File: src/rtl/adc_clip_detect.sv
`default_nettype none
// +--------------------------------------------------------------------------+
// | adc_clip_detect: ADC overload detector with hold-stretched clip flag and  |
// | saturating clip-event counter.                             Revision: 1.0  |
// +--------------------------------------------------------------------------+
module adc_clip_detect #(
  parameter int               WIDTH   = 16,
  parameter logic [WIDTH-1:0] THRESH  = 16'h7F00,
  parameter int               RUN_LEN = 3,
  parameter logic [31:0]      HOLD    = 32'd5_000_000
) (
  input  logic                    clock,
  input  logic                    reset,
  input  logic                    enable,
  input  logic signed [WIDTH-1:0] adc_data,
  input  logic                    adc_valid,
  input  logic                    adc_ovr,
  input  logic                    clear,
  output logic                    clip,
  output logic [15:0]             clip_count
);

  typedef enum logic {
    S_IDLE    = 1'b0,
    S_CLIPPED = 1'b1
  } state_t;

  localparam logic [7:0]  c_RUN_LEN = RUN_LEN[7:0];
  localparam logic [15:0] c_CNT_MAX = 16'hFFFF;

  state_t             r_state;
  state_t             w_state_nxt;
  logic [31:0]        r_timer;
  logic [31:0]        w_timer_nxt;
  logic [7:0]         r_run;
  logic [7:0]         w_run_inc;
  logic [15:0]        r_count;
  logic               w_cnt_inc;
  logic               w_over;
  logic               w_event;
  logic signed [WIDTH:0] w_data_ext;
  logic signed [WIDTH:0] w_thr_pos;
  logic signed [WIDTH:0] w_thr_neg;

  // One extra bit keeps -THRESH and the most negative code representable.
  assign w_data_ext = {adc_data[WIDTH-1], adc_data};
  assign w_thr_pos  = {1'b0, THRESH};
  assign w_thr_neg  = -w_thr_pos;

  assign w_over    = adc_valid &&
                     (adc_ovr || (w_data_ext > w_thr_pos) || (w_data_ext < w_thr_neg));
  assign w_run_inc = r_run + 8'd1;
  assign w_event   = w_over && (w_run_inc == c_RUN_LEN);

  always_ff @(posedge clock) begin
    if (!reset) begin
      r_run <= 8'd0;
    end else if (!enable) begin
      r_run <= 8'd0;
    end else if (adc_valid) begin
      r_run <= (w_over && !w_event) ? w_run_inc : 8'd0;
    end
  end

  always_ff @(posedge clock) begin
    if (!reset) begin
      r_state <= S_IDLE;
      r_timer <= 32'd0;
    end else begin
      r_state <= w_state_nxt;
      r_timer <= w_timer_nxt;
    end
  end

  always_comb begin
    w_state_nxt = r_state;
    w_timer_nxt = r_timer;
    w_cnt_inc   = 1'b0;
    if (!enable) begin
      w_state_nxt = S_IDLE;
      w_timer_nxt = 32'd0;
    end else begin
      case (r_state)
        S_IDLE: begin
          if (w_event) begin
            w_state_nxt = S_CLIPPED;
            w_timer_nxt = HOLD;
            w_cnt_inc   = 1'b1;
          end
        end
        S_CLIPPED: begin
          // A reload on the final hold cycle keeps the flag high without a gap.
          if (w_event) begin
            w_timer_nxt = HOLD;
          end else if (r_timer == 32'd1) begin
            w_state_nxt = S_IDLE;
            w_timer_nxt = 32'd0;
          end else begin
            w_timer_nxt = r_timer - 32'd1;
          end
        end
        default: begin
          w_state_nxt = S_IDLE;
          w_timer_nxt = 32'd0;
        end
      endcase
    end
  end

  always_ff @(posedge clock) begin
    if (!reset) begin
      r_count <= 16'd0;
    end else if (clear) begin
      r_count <= 16'd0;
    end else if (w_cnt_inc && (r_count != c_CNT_MAX)) begin
      r_count <= r_count + 16'd1;
    end
  end

  assign clip       = (r_state == S_CLIPPED);
  assign clip_count = r_count;

endmodule
`default_nettype wire

File: config.mk
export PLATFORM = sky130hd
export DESIGN_NAME = adc_clip_detect
export DESIGN_NICKNAME = d
export VERILOG_FILES = /design/src/rtl/adc_clip_detect.sv
export SDC_FILE = /design/constraint.sdc
export NUM_CORES = 1
export LEC_CHECK = 0
export ABC_AREA = 1
export CAP_MARGIN = 20
export CORE_ASPECT_RATIO = 0.7
export CORE_MARGIN = 10
export CORE_UTILIZATION = 57
export DETAILED_ROUTE_END_ITERATION = 7
export MAX_ROUTING_LAYER = met4
export PLACE_DENSITY = 0.88
export RECOVER_POWER = 50
export SLEW_MARGIN = 20
export SYNTH_ARGS = -nofsm -noshare
export SYNTH_HDL_FRONTEND = slang
export SYNTH_SLANG_ARGS = --single-unit
File: constraint.sdc
create_clock -name clock -period 2.47 [get_ports clock]
set_clock_uncertainty 0.2 [all_clocks]
set_input_delay 0.247 -clock clock [delete_from_list [all_inputs] [get_ports clock]]
set_output_delay 0.247 -clock clock [all_outputs]
set_load 0.02 [all_outputs]
==> flow_summary_export.csv <==
group,metric,value,unit
cts,cts_buffer_depth,2,
pwr,powerDensity,474,nW/um^2
synthesis,ys_top_cells_by_count,"nand2_1 (143), nor2_1 (102), inv_1 (80)",
pwr,clock_power_share,50.0,%
floorplanning,die-area,9640,sq um
synthesis,syn_area,3460,sq um
detailed_routing,via_per_inst,5.54,
sta,drv_slew,0,
critical_path,critPathKind,"flip-flop to flip-flop",
critical_path,cp_data_arrival_time,2410,ps
detailed_routing,drt_wl_total,9980,um
detailed_routing,wl_per_cell,14.3,um
pwr,total_power,2.02,mW
cts,cts_hold_buffers,0,
cts,ctsRootBufferMaster,"clkbuf_8",
critical_path,worstSetupStartpointType,"flip-flop",
synthesis,synth_nets,590,
pwr,internal_power,1.58,mW
cts,numClockSinks,57,
final_layout,drive_gt1_share,8.70,%
pwr,ir_drop,0.331,mV
pwr,switchingPower,0.441,mW
cts,cts_made_buffers,9,
synthesis,synth-seq-area-share,33.0,%
detailed_routing,route.vias.total,3853,
pwr,swShare,21.8,%
status,status,"complete, no violations",
sta,fin_tns_setup,0,ps
sta,max_freq,0.420,GHz
detailed_routing,drc,0,
floorplanning,core_area,5810,sq um
detailed_routing,ant_nets,0,
synthesis,synth.most_common_cell,"nand2_1",
global_route,grt_max_degree,23,
final_layout,final_nets,643,
final_layout,utilization,73.4,%
floorplanning,dieHeight,85.2,um
synthesis,netlist.area_leader.share,33.0,%
pwr,combPwrFrac,4.4,%
floorplanning,chipWidth,113,um
final_layout,fin_area,4270,sq um
sta,fin_crit_sh,96.3,%
global_route,grt_first_pass_wirelength,16800,um
placement,place_congestion,1.02,
synthesis,ys_warn_count,0,
sta,hold_violations,0,
floorplanning,initial_core_util,59.6,%
synthesis,synthCells,563,
synthesis,synth_top_cell_by_area,"dfxtp_1",
placement,numPortBuffers,38,
global_route,overflow,0,
global_route,antenna_found_initial,0,
placement,postPlaceCellArea,4000,sq um
floorplanning,io-pin-count,39,
synthesis,ys_async_sr_fraction,0,%
floorplanning,rows,23,
critical_path,path_max_fanout,4,
global_route,track_usage,21.3,%
final_layout,syn_to_final_growth,23.2,%
placement,dp_hpwl,7200,um
cts,cts_tree,"yes",
synthesis,synthDistinctLibCells,32,
sta,holdWs,287,ps
sta,tightestPinTransition,434,ps
cts,htreeDepth,3,
synthesis,synthFlopType,"dfxtp_1",
sta,min_period,2380,ps
sta,slew_headroom,70.8,%
job,maxCapViolCount,0,
critical_path,critPathCaptureType,"flip-flop",
pwr,leakagePower,1.97,nW
cts,clk_pin_slew,70,ps
synthesis,yosys_register_bits,57,
synthesis,synth_edf_count,0,
detailed_routing,drtPass1Iterations,7,
sta,setup_viol_count_final,0,
synthesis,synthTopCellsByArea,"dfxtp_1 (33%), nand2_1 (16%), nor2_1 (11%), inv_1 (8.7%), nand4_1 (5.8%)",
detailed_routing,drt_iter0_markers,462,
synthesis,syn_avg_cell_area,6.15,sq um
global_route,grt_pass1_vias,3585,
pwr,seqPwrFrac,45.5,%
critical_path,required,2500,ps
cts,insertion_delay,350,ps
worst_hold_path,hp-class,"flip-flop to flip-flop",
final_layout,antennaDiodeCount,0,
-- routing by layer --
layer | wire (um) | GRT usage, % | vias to the layer above | share of wire (%)
li1 | - | - | 1912 | -
met1 | 4330 | 26.2 | 1723 | 43
met2 | 4620 | 33.2 | 188 | 46
met3 | 884 | 5.41 | 30 | 8.9
met4 | 151 | 7.24 | 0 | 1.5
met5 | 0 | - | - | 0
-- through the flow --
stage,setup slack [ps],std cells
detailed placement,183,679
global route,-40.3,696
CTS,73.3,695
global placement,240,679
finish,90.7,696
floorplan,379,563
-- worst max-delay path, cell delays in order (launching register included) --
cell and delay, ps:
dfxtp_1 350, inv_1 110, ha_1 270, nand2_1 90, nor2_1 160, nand2_1 120
nor2_1 290, nand4_1 180, or2_2 310, a21oi_1 140, nor2_1 50
-- path summary, 6_finish.rpt --
check | from | to | slack, ps | depth (start not counted)
min reg2reg | r_run[7] | r_run[7] | 290 | 2
max | r_timer[0] | r_timer[22] | 90 | 10
min | r_run[7] | r_run[7] | 290 | 2
max reg2reg | r_timer[0] | r_timer[22] | 90 | 10
-- sequential cells by signal (all words and copies together) (netlist names) --
| register | flops |
|---|---|
| clip | 1 |
| r_run | 8 |
| r_timer | 32 |
| clip_count | 16 |
-- power groups by stage --
stage	Combinational, mW	Clock, mW	Sequential [mW]
2_1_floorplan	0.0378	0	0.941
3_3_place_gp	0.0842	0	0.941
3_5_place_dp	0.0863	0	0.941
4_1_cts	0.0874	1.02	0.921
5_1_grt	0.0972	1.06	0.920
6_report	0.0895	1.01	0.921
-- cell usage in the layout, fill, tap and decap left out, types with 2 or more instances in the layout --
cell,instances
nand4_1,32
nor3_1,11
nand3_1,32
or2_2,6
clkinv_2,2
inv_2,2
xor2_1,11
clkbuf_8,11
o22ai_1,5
bufinv_16,2
nand2_1,141
buf_4,13
nand3b_1,3
o21ai_0,14
nor2_2,6
nand2_2,3
dlygate4sd3_1,14
xnor2_1,2
ha_1,5
a21oi_1,31
clkdlybuf4s50_1,24
inv_1,78
nor2_1,101
dfxtp_1,56
-- cell families after synthesis --
group	Yosys count	synth area share, %
AOI/OAI and AO/OA	56	8.67
xor gates and xnor gates	13	3.29
and+or+nand+nor	341	43.2
buffers and inverters	91	10.1
DFF	57	33.0
adders and majority gates	5	1.81
-- repair_timing --
action / 4_1_cts / 5_1_grt
endpoints found under the setup margin: 0 / 27
resized for setup: 0 / 10
buffers inserted: 0 / 1
-- final cells by class --
| cell class | count | area [sq um] |
|---|---|---|
| Multi-Input combinational cell | 415 | 2000 |
| Fill cell | 455 | 1550 |
| Sequential cell | 57 | 1140 |
| Tap cell | 75 | 93.8 |
| Timing Repair Buffer | 52 | 498 |
| Clock buffer | 11 | 151 |
| Inverter | 81 | 304 |
| Clock inverter | 5 | 77.6 |
No activity file was read; power rests on OpenSTA's default activity.
